### src/rtl/inst_fetch_ctrl_if.sv
// Fetch-side bus bundle: combinational instruction-memory read port plus the
// valid/ready instruction stream toward decode.
interface inst_fetch_ctrl_if #(
    parameter int ADDR_W = 16,
    parameter int DATA_W = 32
);
    logic [ADDR_W-1:0] inst_address;
    logic [DATA_W-1:0] read_data;
    logic              out_valid;
    logic              out_ready;
    logic [DATA_W-1:0] out_inst;
    logic [ADDR_W-1:0] out_pc;

    modport master (
        output inst_address,
        input  read_data,
        output out_valid,
        input  out_ready,
        output out_inst,
        output out_pc
    );

    modport slave (
        input  inst_address,
        output read_data,
        input  out_valid,
        output out_ready,
        input  out_inst,
        input  out_pc
    );
endinterface

### src/rtl/inst_fetch_ctrl.sv
// Instruction fetch sequencer: owns the PC, captures memory words into a
// one-entry output buffer, handles start, redirect-with-flush and halt.
module inst_fetch_ctrl #(
    parameter int         ADDR_W      = 16,
    parameter int         DATA_W      = 32,
    parameter int         DEPTH       = 256,
    parameter logic [3:0] HALT_OPCODE = 4'hF
) (
    input  logic                clk,
    input  logic                reset,
    input  logic                start,
    input  logic [ADDR_W-1:0]   start_pc,
    inst_fetch_ctrl_if.master   bus,
    input  logic                redirect_valid,
    input  logic [ADDR_W-1:0]   redirect_target,
    output logic                busy,
    output logic                halted,
    output logic [15:0]         fetch_count
);

  typedef enum logic [1:0] {
    ST_IDLE   = 2'd0,
    ST_FETCH  = 2'd1,
    ST_HALTED = 2'd2
  } state_t;

  state_t            state_r, state_s;
  logic [ADDR_W-1:0] pc_r, pc_s, pc_inc_s;
  logic [ADDR_W-1:0] out_pc_r, out_pc_s;
  logic [DATA_W-1:0] out_inst_r, out_inst_s;
  logic              out_valid_r, out_valid_s;
  logic [15:0]       count_r, count_s;
  logic              busy_r, halted_r;
  logic              redirect_s, load_s, xfer_s, is_halt_s;

  // Qualify redirect/load/transfer against the current state
  always_comb begin
    redirect_s = (state_r == ST_FETCH) && redirect_valid;
    load_s     = (state_r == ST_FETCH) && (!out_valid_r || bus.out_ready);
    // a redirect flushes the buffered word, so it never counts as delivered
    xfer_s     = out_valid_r && bus.out_ready && !redirect_s;
    is_halt_s  = (bus.read_data[31:28] == HALT_OPCODE);
    if (pc_r == ADDR_W'(DEPTH - 1)) begin
      pc_inc_s = {ADDR_W{1'b0}};
    end else begin
      pc_inc_s = pc_r + ADDR_W'(1);
    end
  end

  // Next-state, PC and output-buffer decisions
  always_comb begin
    state_s     = state_r;
    pc_s        = pc_r;
    out_valid_s = out_valid_r;
    out_inst_s  = out_inst_r;
    out_pc_s    = out_pc_r;
    if (xfer_s && (count_r != 16'hFFFF)) begin
      count_s = count_r + 16'd1;
    end else begin
      count_s = count_r;
    end
    case (state_r)
      ST_IDLE: begin
        if (start) begin
          state_s     = ST_FETCH;
          pc_s        = start_pc;
          out_valid_s = 1'b0;
        end else begin
          state_s = ST_IDLE;
        end
      end
      ST_FETCH: begin
        if (redirect_s) begin
          pc_s        = redirect_target;
          out_valid_s = 1'b0;
        end else if (load_s) begin
          out_inst_s  = bus.read_data;
          out_pc_s    = pc_r;
          out_valid_s = 1'b1;
          if (is_halt_s) begin
            state_s = ST_HALTED;
          end else begin
            pc_s = pc_inc_s;
          end
        end else begin
          state_s = ST_FETCH;
        end
      end
      ST_HALTED: begin
        if (start) begin
          state_s     = ST_FETCH;
          pc_s        = start_pc;
          out_valid_s = 1'b0;
        end else if (xfer_s) begin
          out_valid_s = 1'b0;
        end else begin
          state_s = ST_HALTED;
        end
      end
      default: begin
        state_s     = ST_IDLE;
        out_valid_s = 1'b0;
      end
    endcase
  end

  // State and datapath registers with synchronous reset
  always_ff @(posedge clk) begin
    if (reset) begin
      state_r     <= ST_IDLE;
      pc_r        <= {ADDR_W{1'b0}};
      out_valid_r <= 1'b0;
      out_inst_r  <= {DATA_W{1'b0}};
      out_pc_r    <= {ADDR_W{1'b0}};
      count_r     <= 16'd0;
      busy_r      <= 1'b0;
      halted_r    <= 1'b0;
    end else begin
      state_r     <= state_s;
      pc_r        <= pc_s;
      out_valid_r <= out_valid_s;
      out_inst_r  <= out_inst_s;
      out_pc_r    <= out_pc_s;
      count_r     <= count_s;
      busy_r      <= (state_s == ST_FETCH);
      halted_r    <= (state_s == ST_HALTED);
    end
  end

  assign bus.inst_address = pc_r;
  assign bus.out_valid    = out_valid_r;
  assign bus.out_inst     = out_inst_r;
  assign bus.out_pc       = out_pc_r;
  assign busy             = busy_r;
  assign halted           = halted_r;
  assign fetch_count      = count_r;

endmodule

### src/flat_wrapper.sv
// flat-port wrapper written by rule: the top's interface ports become plain ports
module inst_fetch_ctrl_flat 
#(
    parameter int         ADDR_W      = 16,
    parameter int         DATA_W      = 32,
    parameter int         DEPTH       = 256,
    parameter logic [3:0] HALT_OPCODE = 4'hF
)
  (clk, reset, start, start_pc, redirect_valid, redirect_target, busy, halted, fetch_count, bus_inst_address, bus_read_data, bus_out_valid, bus_out_ready, bus_out_inst, bus_out_pc);
  inst_fetch_ctrl_if #(.ADDR_W(ADDR_W), .DATA_W(DATA_W)) bus_i ();
  input  logic clk;
  input  logic reset;
  input  logic start;
  input  logic [ADDR_W-1:0] start_pc;
  input  logic redirect_valid;
  input  logic [ADDR_W-1:0] redirect_target;
  output logic busy;
  output logic halted;
  output logic [15:0] fetch_count;
  output wire logic [$bits(bus_i.inst_address)-1:0] bus_inst_address;
  input wire logic [$bits(bus_i.read_data)-1:0] bus_read_data;
  output wire logic [$bits(bus_i.out_valid)-1:0] bus_out_valid;
  input wire logic [$bits(bus_i.out_ready)-1:0] bus_out_ready;
  output wire logic [$bits(bus_i.out_inst)-1:0] bus_out_inst;
  output wire logic [$bits(bus_i.out_pc)-1:0] bus_out_pc;
  assign bus_inst_address = bus_i.inst_address;
  assign bus_i.read_data = bus_read_data;
  assign bus_out_valid = bus_i.out_valid;
  assign bus_i.out_ready = bus_out_ready;
  assign bus_out_inst = bus_i.out_inst;
  assign bus_out_pc = bus_i.out_pc;
  inst_fetch_ctrl #(.ADDR_W(ADDR_W), .DATA_W(DATA_W), .DEPTH(DEPTH), .HALT_OPCODE(HALT_OPCODE)) u_core (.clk(clk), .reset(reset), .start(start), .start_pc(start_pc), .bus(bus_i), .redirect_valid(redirect_valid), .redirect_target(redirect_target), .busy(busy), .halted(halted), .fetch_count(fetch_count));
endmodule
### config.mk
export PLATFORM = sky130hd
export DESIGN_NAME = inst_fetch_ctrl_flat
export DESIGN_NICKNAME = d
export VERILOG_FILES = /design/src/rtl/inst_fetch_ctrl_if.sv /design/src/rtl/inst_fetch_ctrl.sv /design/src/flat_wrapper.sv
export SDC_FILE = /design/constraint.sdc
export NUM_CORES = 1
export LEC_CHECK = 0
export CORE_ASPECT_RATIO = 0.5
export CORE_MARGIN = 5
export CORE_UTILIZATION = 30
export DETAILED_ROUTE_END_ITERATION = 10
export GPL_ROUTABILITY_DRIVEN = 0
export PLACE_DENSITY = 0.68
export SYNTH_ARGS = -nofsm -noshare
export SYNTH_HDL_FRONTEND = slang
export SYNTH_SLANG_ARGS = --single-unit
### constraint.sdc
create_clock -name clk -period 6.2 [get_ports clk]
set_input_delay 1.55 -clock clk [delete_from_list [all_inputs] [get_ports clk]]
set_output_delay 1.55 -clock clk [all_outputs]
set_load 0.01 [all_outputs]
## After elaboration in Yosys (flattened, before gate mapping)

Cells that the tools add are included.

- Flip-flop bits (word level): 85
- Bits of input ports: 69
- Output and inout bits: 83
- Word-level logic and storage cells: 56

- $add $sub $neg: 2
- Eq/ne operators: 12
- Multiplexer cells: 19
- Bitwise logic cells: 1
- Reduce and logical (&&, ||, !) cells: 14

Operator list:

| kind | number |
|---|---|
| 16-bit 2-to-1 mux | 5 |
| 16-bit by 1-bit adder with 16-bit output, second input constant | 2 |
| 16-bit case mux with 2 select lines | 1 |
| 16-bit by 8-bit equality test with 1-bit output, second input constant | 1 |
| 16-bit inequality test, second input constant | 1 |
| 2-bit 2-to-1 mux | 5 |
| 1-bit 2-to-1 mux | 6 |
| 3-bit by 2-bit inequality test with 1-bit output, second input constant | 2 |
| 2-bit case mux with 3 select lines | 1 |
| 3-bit AND reduction | 2 |
| 1-bit logical AND | 5 |
| 2-bit by 1-bit equality test with 1-bit output, second input constant | 2 |
| 2-bit equality test, second input constant | 2 |
| 4-bit equality test, second input constant | 1 |
| 4-bit AND reduction | 1 |
| 3-bit by 1-bit inequality test with 1-bit output, second input constant | 1 |
| 1-bit case mux with 3 select lines | 1 |
| 1-bit logical NOT | 2 |
| 2-bit logical NOT | 1 |
| 2-bit by 1-bit inequality test with 1-bit output, second input constant | 1 |
| 2-bit inequality test, second input constant | 1 |
| 2-bit nonzero test | 1 |
| 2-bit OR reduction | 1 |
| 1-bit logical OR | 1 |
| 1-bit NOT | 1 |

## Logic depth before layout (Yosys ltp)

Gate-level depths: netlist of run 1.

- Depth in word-level cells: 8
- Mapped depth: 7
- Depth with buffers taken out: 6

## Least setup slack after synthesis of run 1

No wires, ideal clock.

- Path type: input to register
- Start: in bus_read_data[30]
- End: reg u_core.pc_r[0] (netlist: u_core.bus.inst_address[0])
- Library setup time: 133 ps
- Data arrival time: 2911 ps
- Required time: 6067 ps
- Path slack: 3155 ps
- Stages on the path: 6
- Path buffers: 1
- Path through: and4_1 or3_1 and3_1 clkbuf_1 a2111oi_0 nor4_1

- Word-level cells in the longest chain between the ends: 3

Ends and longest elaborated chain:

| element | RTL line | RTL |
|---|---|---|
| from (decl) | flat_wrapper.sv:21 | `input wire logic [$bits(bus_i.read_data)-1:0] bus_read_data;` |
| 4-bit equality test | inst_fetch_ctrl.sv:42 | `is_halt_s = (bus.read_data[31:28] == HALT_OPCODE);` |
| 3-bit by 2-bit inequality test with 1-bit output (no source line) | -- |  |
| 4-bit AND reduction (no source line) | -- |  |
| to (signal assigned) | inst_fetch_ctrl.sv:111 | `pc_r <= {ADDR_W{1'b0}};` |
| to (signal assigned) | inst_fetch_ctrl.sv:120 | `pc_r <= pc_s;` |
| to (decl) | inst_fetch_ctrl.sv:28 | `logic [ADDR_W-1:0] pc_r, pc_s, pc_inc_s;` |

No other way between the ends.
A chain may end at the register's enable or synchronous reset.

## Final worst setup path of run 1

- Start: in redirect_valid
- End: reg u_core.pc_r[10] (netlist: u_core.bus.inst_address[10])

- Word-level cells in the longest chain between the ends: 3
- Elaborated cells between the ends (all ways): 6
- Classes of those cells: 2 x eq/ne; 2 x mux; 2 x reduce/logical

Ends and longest elaborated chain:

| element | RTL line | RTL |
|---|---|---|
| from (decl) | flat_wrapper.sv:15 | `input logic redirect_valid;` |
| 1-bit logical AND (*) | inst_fetch_ctrl.sv:38 | `redirect_s = (state_r == ST_FETCH) && redirect_valid;` |
| 3-bit by 2-bit inequality test with 1-bit output (no source line), or another cell as far along | -- |  |
| 4-bit AND reduction (no source line) or 16-bit case mux with 2 select lines (tied branches) | -- |  |

Mark *: on every way between the ends. The rest lies on a longest branch, timed or not.

==> results of run 1 <==
-- layout make-up --
cell class / instances / area share
tap: 170 / 0.0363
timing repair buffer: 156 / 0.264
clock inverter: 7 / 0.0128
clock buffer: 9 / 0.0384
sequential: 85 / 0.290
inverter: 6 / 0.00384
multi-input combinational: 376 / 0.355
-- cells by family (layout without fill, tap and decap cells) --
kind of cell               Yosys count  after routing  synth area share
AOI/OAI and AO/OA                  121            121             0.191
DFF                                 85             85             0.433
xor gates and xnor gates            14             14            0.0312
muxes                                2              2           0.00541
and+or+nand+nor                    237            237             0.294
adders and majority gates            2              2           0.00637
buffers and inverters               40            178            0.0392
-- placed cells by master (no fill, tap or decap), types with 6 or more instances in the layout --
cell / netlist / routed
or3_1: 7 / 7
clkbuf_16: 0 / 9
inv_1: 6 / 6
xor2_1: 11 / 11
a221oi_1: 9 / 9
o21ai_0: 15 / 15
and3_1: 7 / 7
a21oi_1: 63 / 63
and4_1: 6 / 6
clkdlybuf4s50_1: 0 / 150
nand2_1: 110 / 110
nand3_1: 16 / 16
nor3_1: 17 / 16
dfxtp_1: 85 / 85
a211oi_1: 7 / 7
nand4_1: 8 / 8
nor2_1: 34 / 34
-- how the worst max path moves through the flow --
stage | slack (ns) | endpoint | start
floorplan | 3.16 | u_core.bus.inst_address[0] | bus_read_data[30]
global placement | 2.39 | u_core.bus.inst_address[10] | redirect_valid
detailed placement | 2.34 | u_core.fetch_count[15] | redirect_valid
CTS | 2.68 | u_core.bus.inst_address[10] | redirect_valid
global route | 2.45 | u_core.bus.inst_address[0] | redirect_valid
finish | 2.68 | u_core.bus.inst_address[10] | redirect_valid
-- state kept, by name, indices dropped and copies added (netlist names) --
register	cells
u_core.state_r	2
u_core.bus.out_pc	16
u_core.bus.out_inst	32
u_core.fetch_count	16
u_core.bus.out_valid	1
u_core.halted	1
u_core.bus.inst_address	16
u_core.busy	1
-- cell usage after synthesis, types with 2 or more instances --
library cell,n
a31oi_1,3
nor4_1,5
o21ai_0,15
o211ai_1,3
and3_1,7
nand2b_1,2
or3_1,7
nor3_1,17
clkbuf_1,30
o2111ai_1,4
nor2b_1,5
a221oi_1,9
or4_1,2
xor2_1,11
a2111oi_0,2
ha_1,2
nand3_1,16
or2_2,3
and4_1,6
nand2_1,110
inv_1,6
nor2_1,34
a22oi_1,2
nand4_1,8
a211oi_1,7
buf_2,3
nand4b_1,2
a21oi_1,63
dfxtp_1,85
xnor2_1,3
-- worst max-delay path: stages --
cell and delay (ns):
clkdlybuf4s50_1 0.55, nor2b_1 0.16, buf_4 0.22, nand2_1 0.16, and3_1 0.48, or3_1 0.46, a41oi_1 0.19
-- per-stage QoR --
stage | worst slack [ns] | utilization | hold slack, ns | total power [mW] | instances
3_3_place_gp | 2.39 | 0.436 | 0.442 | 0.864 | 793
3_5_place_dp | 2.34 | 0.436 | 0.446 | 0.866 | 793
6_report | 2.68 | 0.460 | 0.452 | 1.40 | 809
2_1_floorplan | 3.16 | - | 0.481 | 0.731 | 501
5_1_grt | 2.45 | 0.460 | 0.466 | 1.46 | 809
4_1_cts | 2.68 | 0.460 | 0.456 | 1.41 | 809
-- power groups by stage --
stage                     logic [mW]  clock network, mW  registers (mW)
after global routing           0.260              0.580           0.619
after global placement         0.238                  0           0.626
final                          0.239              0.542           0.615
after detailed placement       0.240                  0           0.626
after CTS                      0.241              0.558           0.614
after floorplan                0.107                  0           0.624
-- layer usage --
layer  vias to the layer above  GRT usage
li1                       2054          -
met1                      1925      0.209
met2                       116      0.273
met3                        11     0.0385
met4                         0     0.0392
met5                         -          0
==> metrics.csv, run 1 <==
metric,value,unit
wl_met2,6340,um
max_cap_violations,0,
antenna_found_initial,0,
synth-seq-cells,85,
maxSlewViolCount,0,
nNetsFinal,705,
outcome,finished clean,
m1WireLength,5640,um
die_w,172,um
cts-buffers-inserted,9,
setup-violations-final,0,
tritoncts,done,
die_area,0.0156,sq mm
grt_pass1_vias,3849,
wl_per_cell,16.0,um
routed_wl,12900,um
antenna-diode-count,0,
critPathKind,in2reg,
grt_pass1_wl,20700,um
irDropWorstVdd,0.110,mV
grt_max_degree,59,
synth_nets,572,
power_frac_comb,0.172,
min_path_cells,2,
synth_ff_type,dfxtp_1,
hold_end,u_core.bus.out_pc[15],
track_usage,0.162,
dr.max_layer_used,met4,
final.min_clock_period,3.52,ns
cts_buffer_depth,2,
wl_met3,791,um
design_area,0.00586,sq mm
yosysWarnings,0,
setup_tns,0,ns
cts_resized,0,
synth_top_area_share,0.433,
cp_max_fo,21,
drc_errors,0,
arrival,3.77,ns
internal_power,1.01,mW
post_drt_via_cell_ratio,5.08,
power.share.sequential,0.441,
cts_setup_buffers,0,
seqCellArea,0.00170,sq mm
area_delta_synth_final,49.1,%
ctsHoldBuffers,0,
rr_endpoint,u_core.bus.inst_address[1],
fin_crit_sh,0.568,
tightestPinTransition,1.11,ns
dieHeight,90.9,um
yosysUniqueCellTypes,59,
power_frac_clock,0.388,
slew_headroom,0.260,
root_buffer,clkbuf_16,
avgSynthCellArea,7.84,sq um
switching_share,0.275,
overflow,0,
async_flop_share,0,
vias,4106,
reg2reg_depth,6,
postSynthCellCount,501,
numClockSinks,85,
r2r_setup_slack,3.82,ns
start_util,0.308,
rows,29,
fmax,284,MHz
postRouteAntennaNets,0,
grt_setup_unrepaired,false,
numPortBuffers,151,
hp-class,reg2reg,
hold_viol,0,
synth-edff-count,0,
regToRegStartpoint,u_core.bus.inst_address[0],
fin_skew,0.00791,ns
cts.htree.levels,3,
end_kind,flip-flop,
drt_iter0_drc,379,
p_leak,1.97,nW
fillers,1247,
drive_gt1_frac,0.0563,
powerDensity,238,mW/mm^2
placed_area,0.00556,sq mm
ys_seq_area_frac,0.433,
synth.largest_area_cell,dfxtp_1,
io_pins,152,
clk_pin_slew,0.06,ns
synthTopCellsByArea,"dfxtp_1 (43%), nand2_1 (11%), a21oi_1 (8.0%)",
p_switching,0.384,mW
multi_input_area,0.00208,sq mm
cp-start-kind,input pin,
core,0.0127,sq mm
syn_area,0.00393,sq mm
hp-start,u_core.bus.out_pc[15],
hpwl,9340,um
clk_latency,0.34,ns
critical_path_required,6.45,ns
first_pass_iters,5,
Power figures use the tool's default switching activity.
==> run 2: changes to the inputs <==
--- a/config.mk
+++ b/config.mk
@@ -10,7 +10,7 @@
 export CORE_UTILIZATION = 30
 export DETAILED_ROUTE_END_ITERATION = 10
 export GPL_ROUTABILITY_DRIVEN = 0
-export PLACE_DENSITY = 0.68
+export PLACE_DENSITY = 0.7
 export SYNTH_ARGS = -nofsm -noshare
 export SYNTH_HDL_FRONTEND = slang
 export SYNTH_SLANG_ARGS = --single-unit
==> constraint.sdc (replaced) <==
create_clock -name clk -period 3.1 [get_ports clk]
set_input_delay 0.775 -clock clk [delete_from_list [all_inputs] [get_ports clk]]
set_output_delay 0.775 -clock clk [all_outputs]
set_load 0.01 [all_outputs]
==> run 2 against run 1 <==
Against the previous run:
- combinational power grew 120%
- global-route usage grew 0.54 points
- via count grew 1.7%
- setup slack lost 2.2 ns
- sequential power grew 98%
- die area is the same
- sequential share of layout area shrank 0.42 points
- clock-buffer cell count grew 1
- core utilization grew 0.68 points
- clock power grew 90%
- register-to-register slack lost 3.0 ns
- design area grew 1.5%
- critical endpoint is now u_core.bus.inst_address[8]
- largest power group unchanged
==> metrics.csv, run 2 (synthesis gave the netlist of run 1 again) <==
metric,value,unit,change
clk_latency,0.34,ns,about the same
area_delta_synth_final,51.3,%,
die_area,0.0156,sq mm,unchanged
drive_gt1_frac,0.0722,,+0.0159
nNetsFinal,717,,+1.7%
end_kind,flip-flop,,
grt_max_degree,52,,-12%
routed_wl,13100,um,+1.4%
fin_util,0.467,,+0.00678
io_pins,152,,unchanged
cts_setup_buffers,0,,unchanged
final_common_cell,clkdlybuf4s50_1,,
hp-class,reg2reg,,
largest_register_ff_count,32,,unchanged
overflow,0,,unchanged
die_w,172,um,unchanged
crit_chain,clkdlybuf4s50_1 > and4_1 > or3_1 > and3_1 > buf_4 > a21oi_1 > a221oi_1,,
slew_headroom,0.618,,+0.358
core,0.0127,sq mm,unchanged
dp_cells,805,,+1.5%
postRouteAntennaNets,0,,unchanged
fin_skew,0.0114,ns,+0.00349 ns
fin_crit_sh,0.843,,
setup_tns,0,ns,unchanged
critical_path_required,3.32,ns,-3.13 ns
grt_pass1_vias,3975,,+3.3%
numClockSinks,85,,unchanged
layout_common_cells,"clkdlybuf4s50_1 (150), nand2_1 (110), dfxtp_1 (85)",,
internal_power,1.97,mW,+95%
grt_setup_unrepaired,false,,
p_switching,0.793,mW,+110%
grt_pass1_wl,21200,um,+2.3%
cts_buffer_depth,2,,unchanged
track_usage,0.167,,+0.00536
pre_cts_slack,0.154,ns,-2.19 ns
cts.htree.levels,3,,unchanged
dieHeight,90.9,um,unchanged
switching_share,0.287,,+0.0116
placed_area,0.00566,sq mm,+1.8%
tightestPinTransition,0.569,ns,-0.541 ns
slowest_stage,clkdlybuf4s50_1,,
power.share.sequential,0.440,,about the same
post_drt_via_cell_ratio,5.09,,+0.24%
arrival,2.84,ns,-0.93 ns
irDropWorstVdd,0.290,mV,+160%
hpwl,9660,um,+3.4%
cp_max_fo,13,,-38%
setup-violations-final,0,,unchanged
hold_viol,0,,unchanged
cp-start-kind,input pin,,
power_frac_clock,0.373,,-0.015
start_util,0.308,,unchanged
design_area,0.00595,sq mm,+1.5%
power_frac_comb,0.187,,+0.015
final.min_clock_period,2.61,ns,
ctsHoldBuffers,0,,unchanged
max_cap_violations,0,,unchanged
first_pass_iters,5,,unchanged
final_cells,821,,+1.5%
tritoncts,done,,
clk_pin_slew,0.06,ns,about the same
fmax,382,MHz,
p_leak,2.04,nW,+3.3%
root_buffer,clkbuf_16,,
rows,29,,unchanged
critPathKind,in2reg,,
antenna-diode-count,0,,unchanged
numPortBuffers,151,,unchanged
drt_iter0_drc,275,,-27%
maxSlewViolCount,0,,unchanged
vias,4177,,+1.7%
cts_resized,0,,unchanged
cts-buffers-inserted,9,,unchanged
outcome,finished clean,,
powerDensity,465,mW/mm^2,+95%
setup_slack,0.485,ns,-2.19 ns
slowest_delay,0.50,ns,-0.05 ns
drc_errors,0,,unchanged
antenna_found_initial,0,,unchanged
wl_per_cell,16.0,um,about the same
[run 2: cell count changes in the layout (fill, tap and decap cells not counted), sizes merged]
cell,delta
buf,+12
bufinv,-1
clkbuf,+1
clkinv,+1
clkinvlp,-3
inv,+2
[run 2: per-stage QoR]
step	power (mW)	hold slack [ns]
floorplan	1.46	0.481
global placement	1.75	0.441
detailed placement	1.76	0.447
CTS	2.80	0.456
global route	2.90	0.473
finish	2.77	0.453
[run 2: power groups by stage]
stage	clock (mW)	sequential [mW]	combinational (mW)
global route	1.12	1.22	0.560
finish	1.03	1.22	0.517
detailed placement	0	1.24	0.517
global placement	0	1.24	0.511
floorplan	0	1.25	0.215
CTS	1.07	1.21	0.520
[run 2: cell type report]
class	instances	area [sq um]
Multi-Input combinational cell	376	2080
Timing Repair Buffer	168	1650
Clock inverter	6	55.1
Inverter	6	22.5
Clock buffer	10	229
Fill cell	1202	6790
Sequential cell	85	1700
Tap cell	170	213
[run 2: critical path, delay by kind of cell]
kind,cells,cell delay (ns)
buffers and inverters,2,0.77
AO/OA/AOI/OAI,2,0.37
AND/OR/NAND/NOR,3,0.91
[run 2: worst paths after layout]
kind                                                 start                         end  slack [ns]  cells after the start
worst max-delay path                     bus_read_data[31]  u_core.bus.inst_address[8]        0.49                      7
worst min-delay path                 u_core.bus.out_pc[10]       u_core.bus.out_pc[10]        0.45                      2
worst max register to register  u_core.bus.inst_address[9]  u_core.bus.inst_address[3]        0.78                      5
worst min register to register       u_core.bus.out_pc[10]       u_core.bus.out_pc[10]        0.45                      2
[run 2: metal layers]
layer | vias up | track usage | share of wire | wire length, um
met5 | - | 0 | 0 | 0
met3 | 19 | 0.0332 | 0.056 | 734
met1 | 1956 | 0.215 | 0.43 | 5650
met4 | 0 | 0.0484 | 0.019 | 253
met2 | 128 | 0.285 | 0.49 | 6460
li1 | 2074 | - | - | -
==> run 3: changes to the inputs <==
==> constraint.sdc (replaced) <==
create_clock -name clk -period 2.2 [get_ports clk]
set_input_delay 0.55 -clock clk [delete_from_list [all_inputs] [get_ports clk]]
set_output_delay 0.55 -clock clk [all_outputs]
set_load 0.01 [all_outputs]
==> run 3 against run 2 <==
Against the previous run:
- clock skew down 0.0033 ns
- critical path type unchanged
- combinational power up 73%
- sequential share of layout area down 1.8 points
- largest cell class unchanged
- highest routed layer unchanged
- via count up 6.2%
- global-route usage up 0.42 points
==> metrics.csv, run 3 (synthesis gave the netlist of run 1 again) <==
metric,value,unit,change
nNetsFinal,757,,+5.6%
post_drt_via_cell_ratio,5.16,,+1.3%
arrival,2.39,ns,-0.45 ns
cts-buffers-inserted,9,,unchanged
clk_pin_slew,0.06,ns,about the same
r2r_setup_slack,0.22,ns,-0.56 ns
final.min_clock_period,2.17,ns,
die_area,0.0156,sq mm,unchanged
critPathKind,in2reg,,
hold_end,u_core.bus.out_pc[13],,
setup-violations-final,0,,unchanged
final_cells,860,,+4.8%
p_leak,2.28,nW,+12%
fmax,461,MHz,
maxSlewViolCount,0,,unchanged
cp_max_fo,8,,-5
rows,29,,unchanged
wl_per_cell,16.3,um,+2.3%
regToRegStartpoint,u_core.state_r[1],,
irDropWorstVdd,0.368,mV,+27%
powerDensity,663,mW/mm^2,+43%
tritoncts,done,,
routed_wl,14000,um,+7.2%
hold_viol,0,,unchanged
dieHeight,90.9,um,unchanged
core,0.0127,sq mm,unchanged
grt_setup_unrepaired,false,,
postRouteAntennaNets,0,,unchanged
overflow,0,,unchanged
start_util,0.308,,unchanged
numClockSinks,85,,unchanged
io_pins,152,,unchanged
slowest_delay,0.42,ns,-0.08 ns
crit_chain,clkdlybuf4s50_1 > and4_4 > or3_4 > and3_4 > buf_6 > buf_4 > buf_4 > a21oi_1 > a211oi_1,,
end_kind,flip-flop,,
fin_skew,0.00813,ns,-0.00327 ns
final_common_cell,clkdlybuf4s50_1,,
drive_gt1_frac,0.133,,+0.0611
grt_pass1_vias,4145,,+4.3%
area_delta_synth_final,61.3,%,
drc_errors,0,,unchanged
root_buffer,clkbuf_16,,
cts.htree.levels,3,,unchanged
slowest_stage,clkdlybuf4s50_1,,
drt_iter0_drc,334,,+21%
grt_max_degree,49,,-5.8%
cpMostUsedCell,buf_4,,
antenna-diode-count,0,,unchanged
hp-class,reg2reg,,
hpwl,10300,um,+6.7%
cts_buffer_depth,2,,unchanged
layout_common_cells,"clkdlybuf4s50_1 (149), nand2_1 (110), dfxtp_1 (85)",,
reg2reg_depth,8,,+3
clk_latency,0.34,ns,about the same
tightestPinTransition,0.576,ns,+0.00751 ns
fin_util,0.498,,+0.0308
ctsHoldBuffers,0,,unchanged
die_w,172,um,unchanged
vias,4434,,+6.2%
slew_headroom,0.616,,-0.00216
max_cap_violations,0,,unchanged
fin_crit_sh,0.987,,
dp_cells,841,,+4.5%
critical_path_required,2.42,ns,-0.90 ns
numPortBuffers,151,,unchanged
outcome,finished clean,,
cp-start-kind,input pin,,
hp-start,u_core.bus.out_pc[13],,
rr_endpoint,u_core.bus.inst_address[4],,
antenna_found_initial,0,,unchanged
grt_pass1_wl,21900,um,+3.1%
largest_register_ff_count,32,,unchanged
min_path_cells,2,,unchanged
first_pass_iters,5,,unchanged
track_usage,0.171,,+0.00416
## run 3: cell types whose count changed in the layout (fill, tap and decap cells not counted), moves of 2 or more
cell and delta:
bufinv_16 +2, buf_4 +37, inv_6 -2, buf_12 +2
## run 3: how the worst max path moves through the flow
stage                           start                           to  slack (ns)  cells past startpoint
floorplan           bus_read_data[30]   u_core.bus.inst_address[0]        0.16                      6
global placement    bus_read_data[30]  u_core.bus.inst_address[12]       -0.45                      7
detailed placement  bus_read_data[30]  u_core.bus.inst_address[10]       -0.48                      6
CTS                 bus_read_data[30]  u_core.bus.inst_address[10]       0.007                      6
global route        bus_read_data[30]   u_core.bus.inst_address[4]       0.007                      9
finish              bus_read_data[30]   u_core.bus.inst_address[4]        0.03                      9
## run 3: what timing repair did
action,in CTS,in global routing
setup endpoints to repair,10,11
gates resized for setup,2,11
pin swaps,0,1
cloned,0,0
setup buffers,0,4
## run 3: critical path: cells and delay by family
family                 cells  cell delay [ns]
buffers and inverters      4             0.81
AND/OR/NAND/NOR            3             0.84
AO/OA/AOI/OAI              2             0.19
## run 3: power breakdown
part / internal [mW] / total, mW / switching, mW
Sequential: 1.62 / 1.67 / 0.0579
Clock: 0.995 / 1.63 / 0.639
Combinational: 0.465 / 0.895 / 0.430
Total: 3.08 / 4.20 / 1.13
## run 3: cell type report
cell class	count	area (sq um)
clock inverter	5	86.3
tap	170	213
multi-input combinational	376	2110
timing repair buffer	208	1980
fill	1210	6400
sequential	85	1700
clock buffer	10	229
inverter	6	22.5
## run 3: metal layers
metal	vias up	wire (um)	GRT usage
met5	-	0	0
met4	0	261	0.0556
met3	28	981	0.0468
met2	165	6930	0.284
met1	2092	5860	0.217
li1	2149	-	-
## run 3: through the flow
step	setup slack [ns]	power, mW	setup TNS, ns	instance area [sq um]	hold WS (ns)
after floorplan	0.155	2.06	0	3930	0.481
after global placement	-0.450	2.55	-5.32	5960	0.441
after detailed placement	-0.478	2.56	-6.16	5960	0.447
after CTS	0.00693	4.20	0	6280	0.455
after global routing	0.00689	4.37	0	6340	0.472
final	0.0288	4.20	0	6340	0.453
